`config.mk`:
```
export PLATFORM = sky130hd
export DESIGN_NAME = seq_pattern_tx
export DESIGN_NICKNAME = d
export VERILOG_FILES = /design/src/rtl/seq_pattern_tx.sv
export SDC_FILE = /design/constraint.sdc
export NUM_CORES = 1
export LEC_CHECK = 0
export CORE_MARGIN = 4
export CORE_UTILIZATION = 56
export CTS_CLUSTER_DIAMETER = 50
export DETAILED_ROUTE_END_ITERATION = 10
export DONT_BUFFER_PORTS = 1
export PLACE_DENSITY = 0.79
export SETUP_SLACK_MARGIN = 0.3
export SKIP_LAST_GASP = 1
export SYNTH_ARGS = -nofsm -noshare
export SYNTH_HDL_FRONTEND = slang
export SYNTH_SLANG_ARGS = --single-unit
```
`constraint.sdc`:
```
create_clock -name clk_pulse -period 2.4 [get_ports clk_pulse]
set_input_delay 0.48 -clock clk_pulse [delete_from_list [all_inputs] [get_ports clk_pulse]]
set_output_delay 0.48 -clock clk_pulse [all_outputs]
set_load 0.02 [all_outputs]
```
`src/rtl/seq_pattern_tx.sv`:
```
// seq_pattern_tx: bit-serial pattern transmitter, MSB first, pattern repeated back-to-back.
// Optional build macro SEQ_TX_LOOP_EN: repeat_n==0 loops the pattern until stop is seen.
module seq_pattern_tx #(
    parameter int               PAT_W   = 5,
    parameter logic [PAT_W-1:0] DEF_PAT = PAT_W'(5'b11011),
    parameter int               CNT_W   = 4
) (
    input  logic             clk_pulse,
    input  logic             clear,
    input  logic             start,
    input  logic             use_def,
    input  logic [PAT_W-1:0] pattern,
    input  logic [CNT_W-1:0] repeat_n,
`ifdef SEQ_TX_LOOP_EN
    input  logic             stop,
`endif
    output logic             out_bit,
    output logic             out_valid,
    output logic             busy,
    output logic             frame_done,
    output logic [1:0]       present_state
);

    localparam int BIT_W = $clog2(PAT_W);
    localparam logic [BIT_W-1:0] LAST_IDX = BIT_W'(PAT_W - 1);

    typedef enum logic [1:0] {
        S_IDLE  = 2'b00,
        S_LOAD  = 2'b01,
        S_SHIFT = 2'b10,
        S_DONE  = 2'b11
    } state_t;

    state_t           state_q;
    state_t           state_d;
    logic [PAT_W-1:0] pat_q;
    logic [PAT_W-1:0] shreg;
    logic [BIT_W-1:0] bitcnt;
    logic [CNT_W-1:0] rep_q;
    logic             start_ok;
    logic             last_bit;
    logic             reload;
`ifdef SEQ_TX_LOOP_EN
    logic             stop_q;
`endif

    // A zero repeat count means "loop forever" only when the loop feature is built in.
`ifdef SEQ_TX_LOOP_EN
    assign start_ok = start;
    assign reload   = (rep_q == '0) ? !(stop_q || stop) : (rep_q > CNT_W'(1));
`else
    assign start_ok = start && (repeat_n != '0);
    assign reload   = rep_q > CNT_W'(1);
`endif

    assign last_bit = (bitcnt == '0);

    always_ff @(posedge clk_pulse or posedge clear) begin
        if (clear) begin
            state_q <= S_IDLE;
        end else begin
            state_q <= state_d;
        end
    end

    always_comb begin
        state_d = state_q;
        case (state_q)
            S_IDLE:  if (start_ok) state_d = S_LOAD;
            S_LOAD:  state_d = S_SHIFT;
            S_SHIFT: if (last_bit && !reload) state_d = S_DONE;
            S_DONE:  state_d = S_IDLE;
            default: state_d = S_IDLE;
        endcase
    end

    // Outputs are pure decodes of state and the shift register.
    always_comb begin
        out_bit       = shreg[PAT_W-1];
        out_valid     = (state_q == S_SHIFT);
        busy          = (state_q != S_IDLE);
        frame_done    = (state_q == S_DONE);
        present_state = state_q;
    end

    always_ff @(posedge clk_pulse or posedge clear) begin
        if (clear) begin
            pat_q  <= '0;
            shreg  <= '0;
            bitcnt <= '0;
            rep_q  <= '0;
`ifdef SEQ_TX_LOOP_EN
            stop_q <= 1'b0;
`endif
        end else begin
            case (state_q)
                S_IDLE: begin
                    if (start_ok) begin
                        pat_q  <= use_def ? DEF_PAT : pattern;
                        rep_q  <= repeat_n;
`ifdef SEQ_TX_LOOP_EN
                        stop_q <= 1'b0;
`endif
                    end
                end
                S_LOAD: begin
                    shreg  <= pat_q;
                    bitcnt <= LAST_IDX;
                end
                S_SHIFT: begin
                    // The final shift empties the register, so out_bit idles low afterwards.
                    if (last_bit && reload) begin
                        shreg  <= pat_q;
                        bitcnt <= LAST_IDX;
                        if (rep_q > CNT_W'(1)) rep_q <= rep_q - CNT_W'(1);
                    end else begin
                        shreg <= {shreg[PAT_W-2:0], 1'b0};
                        if (!last_bit) bitcnt <= bitcnt - BIT_W'(1);
                    end
`ifdef SEQ_TX_LOOP_EN
                    if (stop && (rep_q == '0)) stop_q <= 1'b1;
`endif
                end
                default: begin
                end
            endcase
        end
    end

endmodule

```
# ---- Yosys cells after proc, flatten, opt, wreduce, memory -nomap -nowiden
# Index checks and enable logic that the tools add are counted.
# Widths: inputs -> output; s select.
dict set report totals {
  register_bits 19
  input_bits 13
  out_inout_bits 6
  wordCells 43
}
dict set report classes {
  add_sub_neg 2
  order_cmp 1
  eq_ne 8
  mux 13
  reduce_logical 14
}
# cell n
set op_table {}
lappend op_table {{$mux 4} 3}
lappend op_table {{$mux 5} 2}
lappend op_table {{$pmux 5 s2} 1}
lappend op_table {{$pmux 2 s4} 1}
lappend op_table {{$pmux 4 s2} 1}
lappend op_table {{$mux 3} 2}
lappend op_table {{$ne 2x1->1 const B} 3}
lappend op_table {{$pmux 3 s2} 1}
lappend op_table {{$reduce_and 2->1} 3}
lappend op_table {{$reduce_bool 2->1} 3}
lappend op_table {{$eq 2x2->1 const B} 2}
lappend op_table {{$gt 4x1->1 const B} 1}
lappend op_table {{$mux 2} 2}
lappend op_table {{$reduce_and 4->1} 1}
lappend op_table {{$reduce_bool 4->1} 1}
lappend op_table {{$sub 4x1->4 const B} 1}
lappend op_table {{$logic_and 1x1->1} 3}
lappend op_table {{$logic_not 3->1} 1}
lappend op_table {{$ne 3x2->1 const B} 1}
lappend op_table {{$sub 3x1->3 const B} 1}
lappend op_table {{$eq 2x1->1 const B} 1}
lappend op_table {{$logic_not 2->1} 1}
lappend op_table {{$ne 2x2->1 const B} 1}
lappend op_table {{$logic_not 1->1} 1}

# ---- Logic depth before layout (Yosys ltp)
# Gate-level depths: netlist of run 1.
dict set report logic_depth {
  ltp_word 5
  depth_mapped 7
  depth_no_buf 6
}

# ---- Worst setup path after synthesis of run 1
# Ideal clock, no wire load.
dict set report synth_path {
  kind {register to register}
  startpoint {register state_q[0], in the netlist present_state[0]}
  endpoint {register rep_q[1]}
  t_arrival_ns 1.830
  path_slack_ns 0.491
  stages_incl_launch_ff 7
  n_path_buf 0
  path_cell_list {dfrtp_1 > inv_1 > ha_1 > inv_1 > a211oi_1 > o21a_4 > mux2i_1}
}
dict set report synth_between {
  elab_chain_cells 3
  elab_cells_between_ends 8
}
# item line_no
set synth_rtl {}
lappend synth_rtl {{from (decl)} 34} ;# state_t state_q;
lappend synth_rtl {{from (signal assigned)} 62} ;# state_q <= state_d;
lappend synth_rtl {{$eq 2x2->1 (*)} n/a}
lappend synth_rtl {{net out_valid} 18} ;# output logic out_valid,
lappend synth_rtl {{$ne 2x1->1 (no line) or $reduce_bool 2->1 (tied branches)} n/a}
lappend synth_rtl {{$reduce_and 4->1 (no line)} n/a}
lappend synth_rtl {{to (signal assigned)} 100} ;# rep_q <= repeat_n;
lappend synth_rtl {{to (signal assigned)} 115} ;# if (rep_q > CNT_W'(1)) rep_q <= rep_q - CNT_W'(1);
lappend synth_rtl {{to (decl)} 39} ;# logic [CNT_W-1:0] rep_q;
# The timed path passes the listed nets; every way through them passes the cells marked *.
# A chain may end at the register's enable or synchronous reset.

# ---- Final worst setup path of run 1
dict set report layout_path {
  startpoint {register rep_q[0]}
  endpoint {register rep_q[0]}
}
dict set report layout_between {
  elab_chain_cells 4
  elab_cells_between_ends 9
}
# item line_no
set layout_rtl {}
lappend layout_rtl {{$sub 4x1->4 or $gt 4x1->1 (tied branches)} {115, 53}}
lappend layout_rtl {{$mux 4 or $logic_and 1x1->1 (tied branches)} {115, 112}}
lappend layout_rtl {{$mux 4 or $ne 2x1->1 (tied branches)} n/a}
lappend layout_rtl {{$pmux 4 s2 or $reduce_and 4->1 (tied branches)} n/a}
# Several ways; a longest one is shown, not always the timed one. The select of a mux whose other input is x is not followed.

==> results of run 1 <==
## repair_timing
| action | CTS | global route |
|---|---|---|
| resized for setup | 0 | 1 |
| setup endpoints to repair | 0 | 4 |
| buffers inserted | 0 | 0 |
## report_power, final
group          leakage [nW]  switching [mW]  internal [mW]
clock                0.0177           0.101         0.0620
combinational         0.297           0.604          0.424
sequential            0.226           0.140          0.484
## registers in the layout (all words and copies together), names as in the netlist
name           cells
shreg              5
present_state      2
pat_q              5
rep_q              4
bitcnt             3
## per-stage QoR
step / area (sq um) / instances / hold slack [ns] / utilization / worst slack [ns]
detailed placement: 1140 / 144 / 0.464 / 0.639 / 0.515
CTS: 1170 / 148 / 0.196 / 0.655 / 0.372
global placement: 1140 / 144 / 0.458 / 0.639 / 0.571
floorplan: 1100 / 119 / 0.431 / - / 0.491
finish: 1170 / 148 / 0.170 / 0.656 / 0.398
global route: 1170 / 148 / 0.221 / 0.656 / 0.348
## cell usage in the layout, fill, tap and decap left out, drive strengths merged, types with 2 or more instances in the layout
master / Yosys / final
mux2i: 3 / 3
nor2: 13 / 13
o21ai: 13 / 13
clkbuf: 3 / 3
dfrtp: 19 / 19
o22ai: 2 / 2
nand3: 7 / 7
a21oi: 3 / 3
nand2: 9 / 9
a31oi: 5 / 5
o211ai: 2 / 2
nand2b: 2 / 2
ha: 8 / 8
buf: 0 / 3
inv: 12 / 12
a21o: 3 / 3
## how the worst max path moves through the flow
stage	endpoint	slack, ns	cells past startpoint
floorplan	rep_q[1]	0.49	6
global placement	rep_q[3]	0.57	6
detailed placement	rep_q[0]	0.52	6
CTS	out_valid	0.37	3
global route	rep_q[1]	0.35	6
finish	rep_q[0]	0.40	6
## area by class of cell
cell class,count,area [sq um]
Inverter,12,45.0
Clock buffer,3,22.5
Tap cell,25,31.3
Multi-Input combinational cell,85,568
Fill cell,146,613
Clock inverter,1,5.00
Timing Repair Buffer,3,22.5
Sequential cell,19,475
## cells by family after synthesis
family	after synthesis
buf+inv	15
fa+ha+maj	8
mux	4
flops	19
simple gates	37
compound gates	36
## metal layers
layer	GRT usage	vias to the layer above	part of all wire
met5	0	-	0
met4	0.0723	0	0.016
met3	0.0456	6	0.051
met2	0.289	30	0.47
met1	0.252	433	0.46
li1	-	426	-
==> impl_results.html, run 1 <==
<table>
<tr><th>Metric</th><th>Value</th></tr>
<tr><th colspan="2">Outcome</th></tr>
<tr><td>Status</td><td>completed</td></tr>
<tr><th colspan="2">GRT</th></tr>
<tr><td>Overall overflow remaining after global route</td><td>0</td></tr>
<tr><td>Total global routing track utilization</td><td>0.187</td></tr>
<tr><td>Vias in the first global route</td><td>roughly 840</td></tr>
<tr><td>Global-route wire length before repair</td><td>roughly 3.8 mm</td></tr>
<tr><td>Maximum number of pins on one net before global-route repair</td><td>20</td></tr>
<tr><td>Initial antenna violation count</td><td>0</td></tr>
<tr><th colspan="2">Synth</th></tr>
<tr><td>Synth Cell Area</td><td>~1100 sq um</td></tr>
<tr><td>Proportion of register bits with asynchronous set or reset after synthesis</td><td>1.00</td></tr>
<tr><td>Main combinational cell family by area after synthesis</td><td>compound AO/OA/AOI/OAI gates</td></tr>
<tr><td>Main area contributors after synthesis</td><td>dfrtp_1 43%, ha_1 9.1%, o21ai_1 4.6%</td></tr>
<tr><td>Syn nets</td><td>140</td></tr>
<tr><td>Commonest cells in the netlist</td><td>19 x dfrtp_1, 13 x nor2_1, 12 x inv_1</td></tr>
<tr><td>Synth Flop Type</td><td>dfrtp_1</td></tr>
<tr><td>Mean Syn Cell Area</td><td>about 9.2 sq um</td></tr>
<tr><td>YS warnings</td><td>0</td></tr>
<tr><td>Synthesized netlist cell count</td><td>~120</td></tr>
<tr><td>Number of synthesized register bits</td><td>19</td></tr>
<tr><td>Leading cell type by number of instances after synthesis</td><td>dfrtp_1</td></tr>
<tr><td>Sequential area share after synthesis</td><td>0.433</td></tr>
<tr><td>Multiplexer share of the synthesized area</td><td>0.0376</td></tr>
<tr><td>Post-synth top area share</td><td>0.433</td></tr>
<tr><td>Fraction of synthesized cell area in xor and xnor cells</td><td>0</td></tr>
<tr><td>Number of enable flip-flop cells after synthesis</td><td>0</td></tr>
<tr><td>Synth Area in Compound Gates</td><td>0.228</td></tr>
<tr><td>Basic-gate share of the synthesized area counting and, or, nand and nor cells</td><td>0.158</td></tr>
<tr><td>Cell taking the most area after synthesis</td><td>dfrtp_1</td></tr>
<tr><td>Area share of fa/ha/maj cells after synthesis</td><td>0.0912</td></tr>
<tr><td>Distinct cell type count of the synthesized netlist</td><td>31</td></tr>
<tr><th colspan="2">Setup path</th></tr>
<tr><td>Worst Reg2Reg Path Length in Cells</td><td>6</td></tr>
<tr><td>Worst r2r src</td><td>rep_q[0]</td></tr>
<tr><td>Combined buffer and inverter count along the critical path</td><td>1</td></tr>
<tr><td>Register-to-register setup slack</td><td>0.40 ns</td></tr>
<tr><td>Launch point of the worst path</td><td>rep_q[0]</td></tr>
<tr><td>Crit start category</td><td>register</td></tr>
<tr><td>CP Data Required Time</td><td>about 2.6 ns</td></tr>
<tr><td>Type of the worst setup path</td><td>reg2reg</td></tr>
<tr><td>Worst Path Max Fanout</td><td>5</td></tr>
<tr><td>Endpoint kind of the worst setup timing path</td><td>register</td></tr>
<tr><td>Worst path cell trace</td><td>inv_1, ha_1, or2_1, a211oi_1, o21a_4, mux2i_1</td></tr>
<tr><td>Reg-to-Reg End</td><td>rep_q[0]</td></tr>
<tr><td>Longest individual stage delay on the worst path</td><td>approximately 0.5 ns</td></tr>
<tr><td>Signal arrival time at the worst endpoint</td><td>between 2 and 2.5 ns</td></tr>
<tr><td>Cell with the biggest individual delay on the critical path</td><td>a211oi_1</td></tr>
<tr><td>Largest delay contributor family on the critical path</td><td>compound AO/OA/AOI/OAI gates</td></tr>
<tr><th colspan="2">Floorplan</th></tr>
<tr><td>Die boundary width</td><td>52.3 um</td></tr>
<tr><td>Die Y-Extent</td><td>52.3 um</td></tr>
<tr><td>Core area</td><td>around 1800 sq um</td></tr>
<tr><td>Standard-cell row count</td><td>15</td></tr>
<tr><td>Initial Utilization</td><td>0.615</td></tr>
<tr><td>Die area</td><td>2730 sq um</td></tr>
<tr><td>Count of pins on the block boundary</td><td>19</td></tr>
<tr><th colspan="2">Timing</th></tr>
<tr><td>Shortest clock period the worst path allows after layout</td><td>approximately 2.0 ns</td></tr>
<tr><td>Final hold vios</td><td>0</td></tr>
<tr><td>Clock skew after layout</td><td>~0.002 ns</td></tr>
<tr><td>Number of setup violations in the final report</td><td>0</td></tr>
<tr><td>Unrepaired setup endpoints after global routing</td><td>no</td></tr>
<tr><td>Worst Tran Pin Value</td><td>0.713 ns</td></tr>
<tr><td>Sum Neg Setup Slack</td><td>0 ns</td></tr>
<tr><td>Ratio of final minimum period to clock period</td><td>0.834</td></tr>
<tr><td>Relative slew slack</td><td>0.524</td></tr>
<tr><td>Final number of max-transition violations</td><td>0</td></tr>
<tr><td>FMAX</td><td>499 MHz</td></tr>
<tr><th colspan="2">Flow run</th></tr>
<tr><td>Count of maximum capacitance violations</td><td>0</td></tr>
<tr><th colspan="2">Clock network</th></tr>
<tr><td>CTS Buf Count</td><td>3</td></tr>
<tr><td>CTS clock-pin slew for the worst setup and hold paths</td><td>around 0.11 ns</td></tr>
<tr><td>Maximum number of buffers from clock root to sink</td><td>2</td></tr>
<tr><td>Number of H-tree branching levels</td><td>1</td></tr>
<tr><td>Worst skew pair latency</td><td>a little under 0.3 ns</td></tr>
<tr><td>Sinks on the clock net</td><td>19</td></tr>
<tr><td>CTS Hold Bufs</td><td>0</td></tr>
<tr><td>Root Driver</td><td>clkbuf_4</td></tr>
<tr><td>TritonCTS clock tree</td><td>built</td></tr>
<tr><th colspan="2">Finish</th></tr>
<tr><td>Antenna diode count</td><td>0</td></tr>
<tr><td>Area added between synthesis and finish</td><td>6.61%</td></tr>
<tr><td>Share of post-route cells with drive strength above 1</td><td>0.106</td></tr>
<tr><td>Layout net count</td><td>about 150</td></tr>
<tr><th colspan="2">Route</th></tr>
<tr><td>DR pass1 iterations</td><td>4</td></tr>
<tr><td>Count of nets left with antenna violations after detail routing</td><td>0</td></tr>
<tr><td>Mean number of vias per cell</td><td>about 6.0</td></tr>
<tr><td>Detail-routed net length per standard cell</td><td>about 15 um</td></tr>
<tr><td>1st-iter DRT viols</td><td>39</td></tr>
<tr><td>Final routed DRC violation total</td><td>0</td></tr>
<tr><td>Detailed-route wire length</td><td>2.17 mm</td></tr>
<tr><td>Detailed-route via count</td><td>between 800 and 900</td></tr>
<tr><th colspan="2">Power</th></tr>
<tr><td>VDD IR max</td><td>approximately 1.1 mV</td></tr>
<tr><td>Total design power</td><td>between 1.5 and 2 mW</td></tr>
<tr><td>Power per Cell Area</td><td>around 1600 nW/um^2</td></tr>
<tr><td>Leakage dissipation</td><td>0.541 nW</td></tr>
<tr><th colspan="2">Placed design</th></tr>
<tr><td>Number of I/O port buffers</td><td>0</td></tr>
<tr><td>Post-detailed-placement half-perimeter wirelength</td><td>roughly 1.6 mm</td></tr>
<tr><td>RePlAce Congestion</td><td>around 0.89</td></tr>
<tr><th colspan="2">Min path</th></tr>
<tr><td>Class of the tightest hold or removal check</td><td>in2async</td></tr>
</table>
Power figures use the tool's default switching activity.
==> run 2, diff against run 1 <==
--- a/config.mk
+++ b/config.mk
@@ -6,11 +6,11 @@
 export NUM_CORES = 1
 export LEC_CHECK = 0
 export CORE_MARGIN = 4
-export CORE_UTILIZATION = 56
+export CORE_UTILIZATION = 55
 export CTS_CLUSTER_DIAMETER = 50
 export DETAILED_ROUTE_END_ITERATION = 10
 export DONT_BUFFER_PORTS = 1
-export PLACE_DENSITY = 0.79
+export PLACE_DENSITY = 0.81
 export SETUP_SLACK_MARGIN = 0.3
 export SKIP_LAST_GASP = 1
 export SYNTH_ARGS = -nofsm -noshare
==> constraint.sdc (replaced) <==
create_clock -name clk_pulse -period 1.68 [get_ports clk_pulse]
set_input_delay 0.336 -clock clk_pulse [delete_from_list [all_inputs] [get_ports clk_pulse]]
set_output_delay 0.336 -clock clk_pulse [all_outputs]
set_load 0.02 [all_outputs]
==> run 2 against run 1 <==
  * The flow now finishes with violations (setup timing)
  * Highest routed layer unchanged
  * Critical path type unchanged
  * Sequential power is 45% higher
  * Critical path depth is 1 higher
  * Combinational power grew to 2.5 times the previous value
  * Non-clock buffer count is 19 higher
  * First-iteration DRC count is 15% lower
  * Via count is 16% higher
  * Flip-flop and latch count stayed put
==> impl_results.html, run 2 (synthesis gave the netlist of run 1 again) <==
<table>
<tr><th>Metric</th><th>Value</th></tr>
<tr><th colspan="2">Outcome</th></tr>
<tr><td>Status</td><td>finished, violations left</td></tr>
<tr><td>Violated checks</td><td>setup timing</td></tr>
<tr><th colspan="2">Clock network</th></tr>
<tr><td>TritonCTS clock tree</td><td>built</td></tr>
<tr><td>CTS Buf Count</td><td>3</td></tr>
<tr><td>Sinks on the clock net</td><td>19</td></tr>
<tr><td>Number of H-tree branching levels</td><td>1</td></tr>
<tr><td>Worst skew pair latency</td><td>0.31 ns</td></tr>
<tr><td>Root Driver</td><td>clkbuf_4</td></tr>
<tr><td>CTS clock-pin slew for the worst setup and hold paths</td><td>~0.12 ns</td></tr>
<tr><td>Maximum number of buffers from clock root to sink</td><td>2</td></tr>
<tr><th colspan="2">Finish</th></tr>
<tr><td>Biggest regs</td><td>pat_q x5, shreg x5, rep_q x4</td></tr>
<tr><td>Most frequent standard cell in the layout excluding fill and tap cells</td><td>dfrtp_1</td></tr>
<tr><td>Area added between synthesis and finish</td><td>40.3%</td></tr>
<tr><td>Highest-count cells in the layout ignoring fill and taps</td><td>17 x dfrtp_1, 15 x buf_4, 12 x nor2_1</td></tr>
<tr><td>Final core utilization</td><td>0.854</td></tr>
<tr><td>Share of post-route cells with drive strength above 1</td><td>0.430</td></tr>
<tr><td>Antenna diode count</td><td>0</td></tr>
<tr><td>Layout net count</td><td>164</td></tr>
<tr><th colspan="2">Placed design</th></tr>
<tr><td>Number of I/O port buffers</td><td>0</td></tr>
<tr><td>RePlAce Congestion</td><td>approximately 0.92</td></tr>
<tr><td>Post-detailed-placement half-perimeter wirelength</td><td>around 1.7 mm</td></tr>
<tr><th colspan="2">Setup path</th></tr>
<tr><td>Worst Path Max Fanout</td><td>3</td></tr>
<tr><td>Signal arrival time at the worst endpoint</td><td>approximately 2.0 ns</td></tr>
<tr><td>Endpoint kind of the worst setup timing path</td><td>register</td></tr>
<tr><td>Type of the worst setup path</td><td>reg2reg</td></tr>
<tr><td>Worst Reg2Reg Path Length in Cells</td><td>7</td></tr>
<tr><td>Crit start category</td><td>register</td></tr>
<tr><td>CP Data Required Time</td><td>1.92 ns</td></tr>
<tr><th colspan="2">Route</th></tr>
<tr><td>Final routed DRC violation total</td><td>0</td></tr>
<tr><td>Detailed-route wire length</td><td>roughly 3.3 mm</td></tr>
<tr><td>Count of nets left with antenna violations after detail routing</td><td>0</td></tr>
<tr><td>Detail-routed net length per standard cell</td><td>just under 20 um</td></tr>
<tr><td>Mean number of vias per cell</td><td>a little over 6</td></tr>
<tr><td>Highest layer used for signal routing</td><td>met4</td></tr>
<tr><td>Detailed-route via count</td><td>just over 1000</td></tr>
<tr><td>1st-iter DRT viols</td><td>33</td></tr>
<tr><td>Wire length on met3</td><td>approximately 180 um</td></tr>
<tr><td>Wire length the detailed router placed on met1</td><td>about 1.4 mm</td></tr>
<tr><td>Met2 wire length</td><td>about 1.7 mm</td></tr>
<tr><td>DR pass1 iterations</td><td>4</td></tr>
<tr><th colspan="2">Timing</th></tr>
<tr><td>Number of setup violations in the final report</td><td>6</td></tr>
<tr><td>Relative slew slack</td><td>0.724</td></tr>
<tr><td>Slack of the critical path</td><td>-0.0839 ns</td></tr>
<tr><td>Clock skew after layout</td><td>0.00344 ns</td></tr>
<tr><td>Shortest clock period the worst path allows after layout</td><td>approximately 1.8 ns</td></tr>
<tr><td>Unrepaired setup endpoints after global routing</td><td>yes</td></tr>
<tr><td>FMAX</td><td>567 MHz</td></tr>
<tr><td>Worst Tran Pin Value</td><td>approximately 0.41 ns</td></tr>
<tr><td>Minimum hold slack</td><td>0.149 ns</td></tr>
<tr><td>Ratio of final minimum period to clock period</td><td>1.05</td></tr>
<tr><td>Final number of max-transition violations</td><td>0</td></tr>
<tr><td>Final hold vios</td><td>0</td></tr>
<tr><th colspan="2">GRT</th></tr>
<tr><td>Vias in the first global route</td><td>around 1000</td></tr>
<tr><td>Global-route wire length before repair</td><td>between 4 and 5 mm</td></tr>
<tr><td>Overall overflow remaining after global route</td><td>0</td></tr>
<tr><td>Initial antenna violation count</td><td>0</td></tr>
<tr><td>Total global routing track utilization</td><td>0.239</td></tr>
<tr><td>Maximum number of pins on one net before global-route repair</td><td>20</td></tr>
<tr><th colspan="2">Min path</th></tr>
<tr><td>Class of the tightest hold or removal check</td><td>in2reg</td></tr>
<tr><td>Number of cells on the worst hold path</td><td>2</td></tr>
<tr><th colspan="2">Power</th></tr>
<tr><td>Leakage dissipation</td><td>around 0.66 nW</td></tr>
<tr><td>Power per Cell Area</td><td>between 2000 and 2500 nW/um^2</td></tr>
<tr><td>Total design power</td><td>3.77 mW</td></tr>
<tr><td>VDD IR max</td><td>2.10 mV</td></tr>
<tr><th colspan="2">Floorplan</th></tr>
<tr><td>Die area</td><td>2770 sq um</td></tr>
<tr><td>Core area</td><td>roughly 1800 sq um</td></tr>
<tr><td>Die Y-Extent</td><td>~53 um</td></tr>
<tr><td>Die boundary width</td><td>~53 um</td></tr>
<tr><td>Standard-cell row count</td><td>15</td></tr>
<tr><td>Initial Utilization</td><td>0.609</td></tr>
<tr><td>Count of pins on the block boundary</td><td>19</td></tr>
<tr><th colspan="2">Flow run</th></tr>
<tr><td>Count of maximum capacitance violations</td><td>0</td></tr>
</table>
run 2: cell count changes in the layout (fill, tap and decap cells not counted), sizes merged:
cell / previous run / this run
buf: 3 / 21
dlygate4sd3: 0 / 1
inv: 12 / 11
clkinvlp: 0 / 1
run 2: power breakdown:
| part | total, mW | switching [mW] | internal (mW) |
|---|---|---|---|
| Sequential | 0.906 | 0.208 | 0.697 |
| Combinational | 2.61 | 1.38 | 1.24 |
| Clock | 0.253 | 0.164 | 0.0890 |
run 2: cell type report:
class,count,area [sq um]
Clock inverter,1,5.00
Multi-Input combinational cell,85,743
Inverter,12,56.3
Timing Repair Buffer,22,203
Tap cell,25,31.3
Fill cell,88,263
Clock buffer,3,22.5
Sequential cell,19,478
run 2: per-layer routing:
metal | track usage | up-vias
met5 | 0 | -
met2 | 0.393 | 47
met4 | 0.128 | 0
met3 | 0.0570 | 11
met1 | 0.286 | 512
li1 | - | 467
run 2: critical path: stages (launching register included):
cell	delay, ns
dfrtp_1	0.44
inv_2	0.12
ha_2	0.18
or2_4	0.14
buf_6	0.10
nand4b_1	0.24
a21boi_4	0.26
mux2i_1	0.21
run 2: final timing paths:
check                                 from               end  slack (ns)
worst max register to register    rep_q[1]  present_state[1]       -0.08
worst min-delay path            pattern[2]          pat_q[2]        0.15
min in group asynchronous            clear  present_state[0]        0.52
worst min register to register   bitcnt[2]         bitcnt[2]        0.49
worst max-delay path              rep_q[1]  present_state[1]       -0.08
max in group asynchronous            clear  present_state[1]        0.95
run 2: per-stage QoR:
stage	std cells	TNS, ns	worst slack, ns	instance area, sq um
after floorplan	119	0	0.178	1170
after CTS	163	0	0.0200	1470
after detailed placement	147	0	0.00808	1230
after global routing	167	-0.482	-0.120	1540
after global placement	147	0	0.0963	1230
final	167	-0.210	-0.0839	1540
run 2: timing repair:
item | 4_1_cts | 5_1_grt
endpoints found under the hold margin | 19 | 0
pin swaps | 12 | 10
hold buffers | 1 | 0
buffers inserted | 11 | 4
gates resized for setup | 26 | 8
endpoints found under the setup margin | 22 | 22
==> run 3, diff against run 2 <==
--- a/config.mk
+++ b/config.mk
@@ -6,11 +6,11 @@
 export NUM_CORES = 1
 export LEC_CHECK = 0
 export CORE_MARGIN = 4
-export CORE_UTILIZATION = 55
+export CORE_UTILIZATION = 56
 export CTS_CLUSTER_DIAMETER = 50
 export DETAILED_ROUTE_END_ITERATION = 10
 export DONT_BUFFER_PORTS = 1
-export PLACE_DENSITY = 0.81
+export PLACE_DENSITY = 0.79
 export SETUP_SLACK_MARGIN = 0.3
 export SKIP_LAST_GASP = 1
 export SYNTH_ARGS = -nofsm -noshare
==> constraint.sdc (replaced) <==
create_clock -name clk_pulse -period 1.8 [get_ports clk_pulse]
set_input_delay 0.18 -clock clk_pulse [delete_from_list [all_inputs] [get_ports clk_pulse]]
set_output_delay 0.18 -clock clk_pulse [all_outputs]
set_load 0.02 [all_outputs]
==> run 3 against run 2 <==
  * Non-clock buffer count decreased by 1
  * Clock power down 12%
  * Sequential power fell by 3.1%
  * Cell area fell by 4.2%
  * The flow now finishes without violations
  * Routed wire length decreased by 8.9%
  * Via count fell by 3.1%
  * Flip-flop and latch count unchanged
  * Critical endpoint is now rep_q[1]
  * Clock skew grew 0.0011 ns
  * Fmax is 6.2% higher
  * Worst setup slack gained 0.22 ns
  * Combinational power decreased by 20%
  * Highest routed layer unchanged
  * Hold slack worse by 0.12 ns
  * Largest cell class unchanged
==> impl_results.html, run 3 (synthesis gave the netlist of run 1 again) <==
<table>
<tr><th>Metric</th><th>Value</th></tr>
<tr><th colspan="2">Power</th></tr>
<tr><td>Total design power</td><td>around 3.2 mW</td></tr>
<tr><td>VDD IR max</td><td>approximately 1.4 mV</td></tr>
<tr><td>Leakage dissipation</td><td>roughly 0.65 nW</td></tr>
<tr><td>Power per Cell Area</td><td>2170 nW/um^2</td></tr>
<tr><th colspan="2">Floorplan</th></tr>
<tr><td>Standard-cell row count</td><td>15</td></tr>
<tr><td>Die Y-Extent</td><td>roughly 52 um</td></tr>
<tr><td>Die area</td><td>roughly 2700 sq um</td></tr>
<tr><td>Count of pins on the block boundary</td><td>19</td></tr>
<tr><td>Die boundary width</td><td>between 50 and 60 um</td></tr>
<tr><td>Initial Utilization</td><td>0.615</td></tr>
<tr><td>Core area</td><td>~1800 sq um</td></tr>
<tr><th colspan="2">Route</th></tr>
<tr><td>Mean number of vias per cell</td><td>between 6 and 7</td></tr>
<tr><td>DR pass1 iterations</td><td>4</td></tr>
<tr><td>Detailed-route wire length</td><td>a little under 3 mm</td></tr>
<tr><td>Count of nets left with antenna violations after detail routing</td><td>0</td></tr>
<tr><td>Final routed DRC violation total</td><td>0</td></tr>
<tr><td>Detailed-route via count</td><td>1005</td></tr>
<tr><td>Detail-routed net length per standard cell</td><td>around 18 um</td></tr>
<tr><td>1st-iter DRT viols</td><td>30</td></tr>
<tr><th colspan="2">Timing</th></tr>
<tr><td>Shortest clock period the worst path allows after layout</td><td>about 1.7 ns</td></tr>
<tr><td>Final number of max-transition violations</td><td>0</td></tr>
<tr><td>Ratio of final minimum period to clock period</td><td>0.923</td></tr>
<tr><td>Worst Tran Pin Value</td><td>~0.70 ns</td></tr>
<tr><td>Number of setup violations in the final report</td><td>0</td></tr>
<tr><td>Sum Neg Setup Slack</td><td>0 ns</td></tr>
<tr><td>Clock skew after layout</td><td>0.00449 ns</td></tr>
<tr><td>Relative slew slack</td><td>0.534</td></tr>
<tr><td>FMAX</td><td>602 MHz</td></tr>
<tr><td>Final hold vios</td><td>0</td></tr>
<tr><td>Minimum hold slack</td><td>~0.031 ns</td></tr>
<tr><td>Unrepaired setup endpoints after global routing</td><td>yes</td></tr>
<tr><th colspan="2">Setup path</th></tr>
<tr><td>Crit start category</td><td>register</td></tr>
<tr><td>Setup crit end</td><td>rep_q[1]</td></tr>
<tr><td>Signal arrival time at the worst endpoint</td><td>about 1.9 ns</td></tr>
<tr><td>Endpoint kind of the worst setup timing path</td><td>register</td></tr>
<tr><td>Worst Reg2Reg Path Length in Cells</td><td>6</td></tr>
<tr><td>Worst r2r src</td><td>rep_q[0]</td></tr>
<tr><td>Register-to-register setup slack</td><td>0.14 ns</td></tr>
<tr><td>Type of the worst setup path</td><td>reg2reg</td></tr>
<tr><td>Reg-to-Reg End</td><td>rep_q[1]</td></tr>
<tr><td>Worst Path Max Fanout</td><td>4</td></tr>
<tr><td>Launch point of the worst path</td><td>rep_q[0]</td></tr>
<tr><td>CP Data Required Time</td><td>between 2 and 2.5 ns</td></tr>
<tr><th colspan="2">GRT</th></tr>
<tr><td>Global-route wire length before repair</td><td>~4.4 mm</td></tr>
<tr><td>Maximum number of pins on one net before global-route repair</td><td>20</td></tr>
<tr><td>Initial antenna violation count</td><td>0</td></tr>
<tr><td>Total global routing track utilization</td><td>0.219</td></tr>
<tr><td>Overall overflow remaining after global route</td><td>0</td></tr>
<tr><td>Vias in the first global route</td><td>948</td></tr>
<tr><th colspan="2">Finish</th></tr>
<tr><td>Area added between synthesis and finish</td><td>34.3%</td></tr>
<tr><td>Fin area</td><td>1470 sq um</td></tr>
<tr><td>Highest-count cells in the layout ignoring fill and taps</td><td>19 x buf_4, 16 x dfrtp_1, 12 x nor2_1</td></tr>
<tr><td>Layout net count</td><td>between 150 and 200</td></tr>
<tr><td>Fill count</td><td>approximately 100</td></tr>
<tr><td>Biggest regs</td><td>pat_q x5, shreg x5, rep_q x4</td></tr>
<tr><td>Final Non-Filler Cells</td><td>166</td></tr>
<tr><td>Most frequent standard cell in the layout excluding fill and tap cells</td><td>buf_4</td></tr>
<tr><td>Share of post-route cells with drive strength above 1</td><td>0.411</td></tr>
<tr><td>Antenna diode count</td><td>0</td></tr>
<tr><th colspan="2">Clock network</th></tr>
<tr><td>Root Driver</td><td>clkbuf_4</td></tr>
<tr><td>TritonCTS clock tree</td><td>built</td></tr>
<tr><td>Number of H-tree branching levels</td><td>1</td></tr>
<tr><td>CTS Buf Count</td><td>3</td></tr>
<tr><td>Worst skew pair latency</td><td>0.30 ns</td></tr>
<tr><td>Maximum number of buffers from clock root to sink</td><td>2</td></tr>
<tr><td>Sinks on the clock net</td><td>19</td></tr>
<tr><td>CTS clock-pin slew for the worst setup and hold paths</td><td>around 0.12 ns</td></tr>
<tr><th colspan="2">Placed design</th></tr>
<tr><td>Placed inst area</td><td>about 1200 sq um</td></tr>
<tr><td>RePlAce Congestion</td><td>roughly 0.78</td></tr>
<tr><td>Number of I/O port buffers</td><td>0</td></tr>
<tr><td>Post-detailed-placement half-perimeter wirelength</td><td>1.72 mm</td></tr>
<tr><td>Cells after DPL</td><td>about 140</td></tr>
<tr><th colspan="2">Min path</th></tr>
<tr><td>Source of the worst hold timing path</td><td>pattern[4]</td></tr>
<tr><td>Class of the tightest hold or removal check</td><td>in2reg</td></tr>
<tr><th colspan="2">Outcome</th></tr>
<tr><td>Status</td><td>completed</td></tr>
<tr><th colspan="2">Flow run</th></tr>
<tr><td>Count of maximum capacitance violations</td><td>0</td></tr>
</table>
==> run 3: report_power, final <==
group	internal [mW]	leakage [nW]	switching [mW]	total (mW)
registers	0.654	0.223	0.224	0.878
clock network	0.0827	0.0177	0.140	0.223
logic	0.985	0.405	1.12	2.10
total	1.72	0.646	1.48	3.20
==> run 3: what timing repair did <==
| action | 4_1_cts | 5_1_grt |
|---|---|---|
| pin swaps | 2 | 13 |
| endpoints found under the hold margin | 20 | 0 |
| resized for setup | 12 | 16 |
| setup buffers | 5 | 11 |
| endpoints found under the setup margin | 15 | 19 |
| hold buffers | 2 | 0 |
| cloned | 0 | 0 |
==> run 3: per-layer routing <==
metal	track usage	wire length (um)
met5	0	0
met1	0.297	1300
met3	0.0427	155
met2	0.335	1470
met4	0.102	54
==> run 3: metrics by stage <==
step,worst slack (ns),utilization
2_1_floorplan,0.298,-
3_3_place_gp,0.187,0.665
3_5_place_dp,0.128,0.665
4_1_cts,0.169,0.746
5_1_grt,0.0457,0.827
6_report,0.138,0.827
==> run 3: cell type report <==
cell class | count | area [sq um] | area share
multi-input cells | 85 | 723 | 0.491
clock buffers | 3 | 22.5 | 0.0153
well taps | 25 | 31.3 | 0.0212
repair buffers | 21 | 163 | 0.110
clock inverters | 1 | 5.00 | 0.00340
flip-flops and latches | 19 | 479 | 0.325
inverters | 12 | 50.0 | 0.0340
==> run 3: worst min path at each step <==
stage	end	slack [ns]	cells past startpoint
detailed placement	rep_q[3]	0.23	1
floorplan	bitcnt[0]	0.13	1
CTS	pat_q[3]	0.03	2
global route	pat_q[4]	0.02	2
finish	pat_q[4]	0.03	2
global placement	rep_q[3]	0.21	1
==> run 3: worst max-delay path, stage by stage, from the launching register on <==
cell      delay [ns]
dfrtp_2         0.43
inv_2           0.06
ha_4            0.15
or2_4           0.26
a211oi_4        0.28
o21a_4          0.19
mux2i_1         0.20
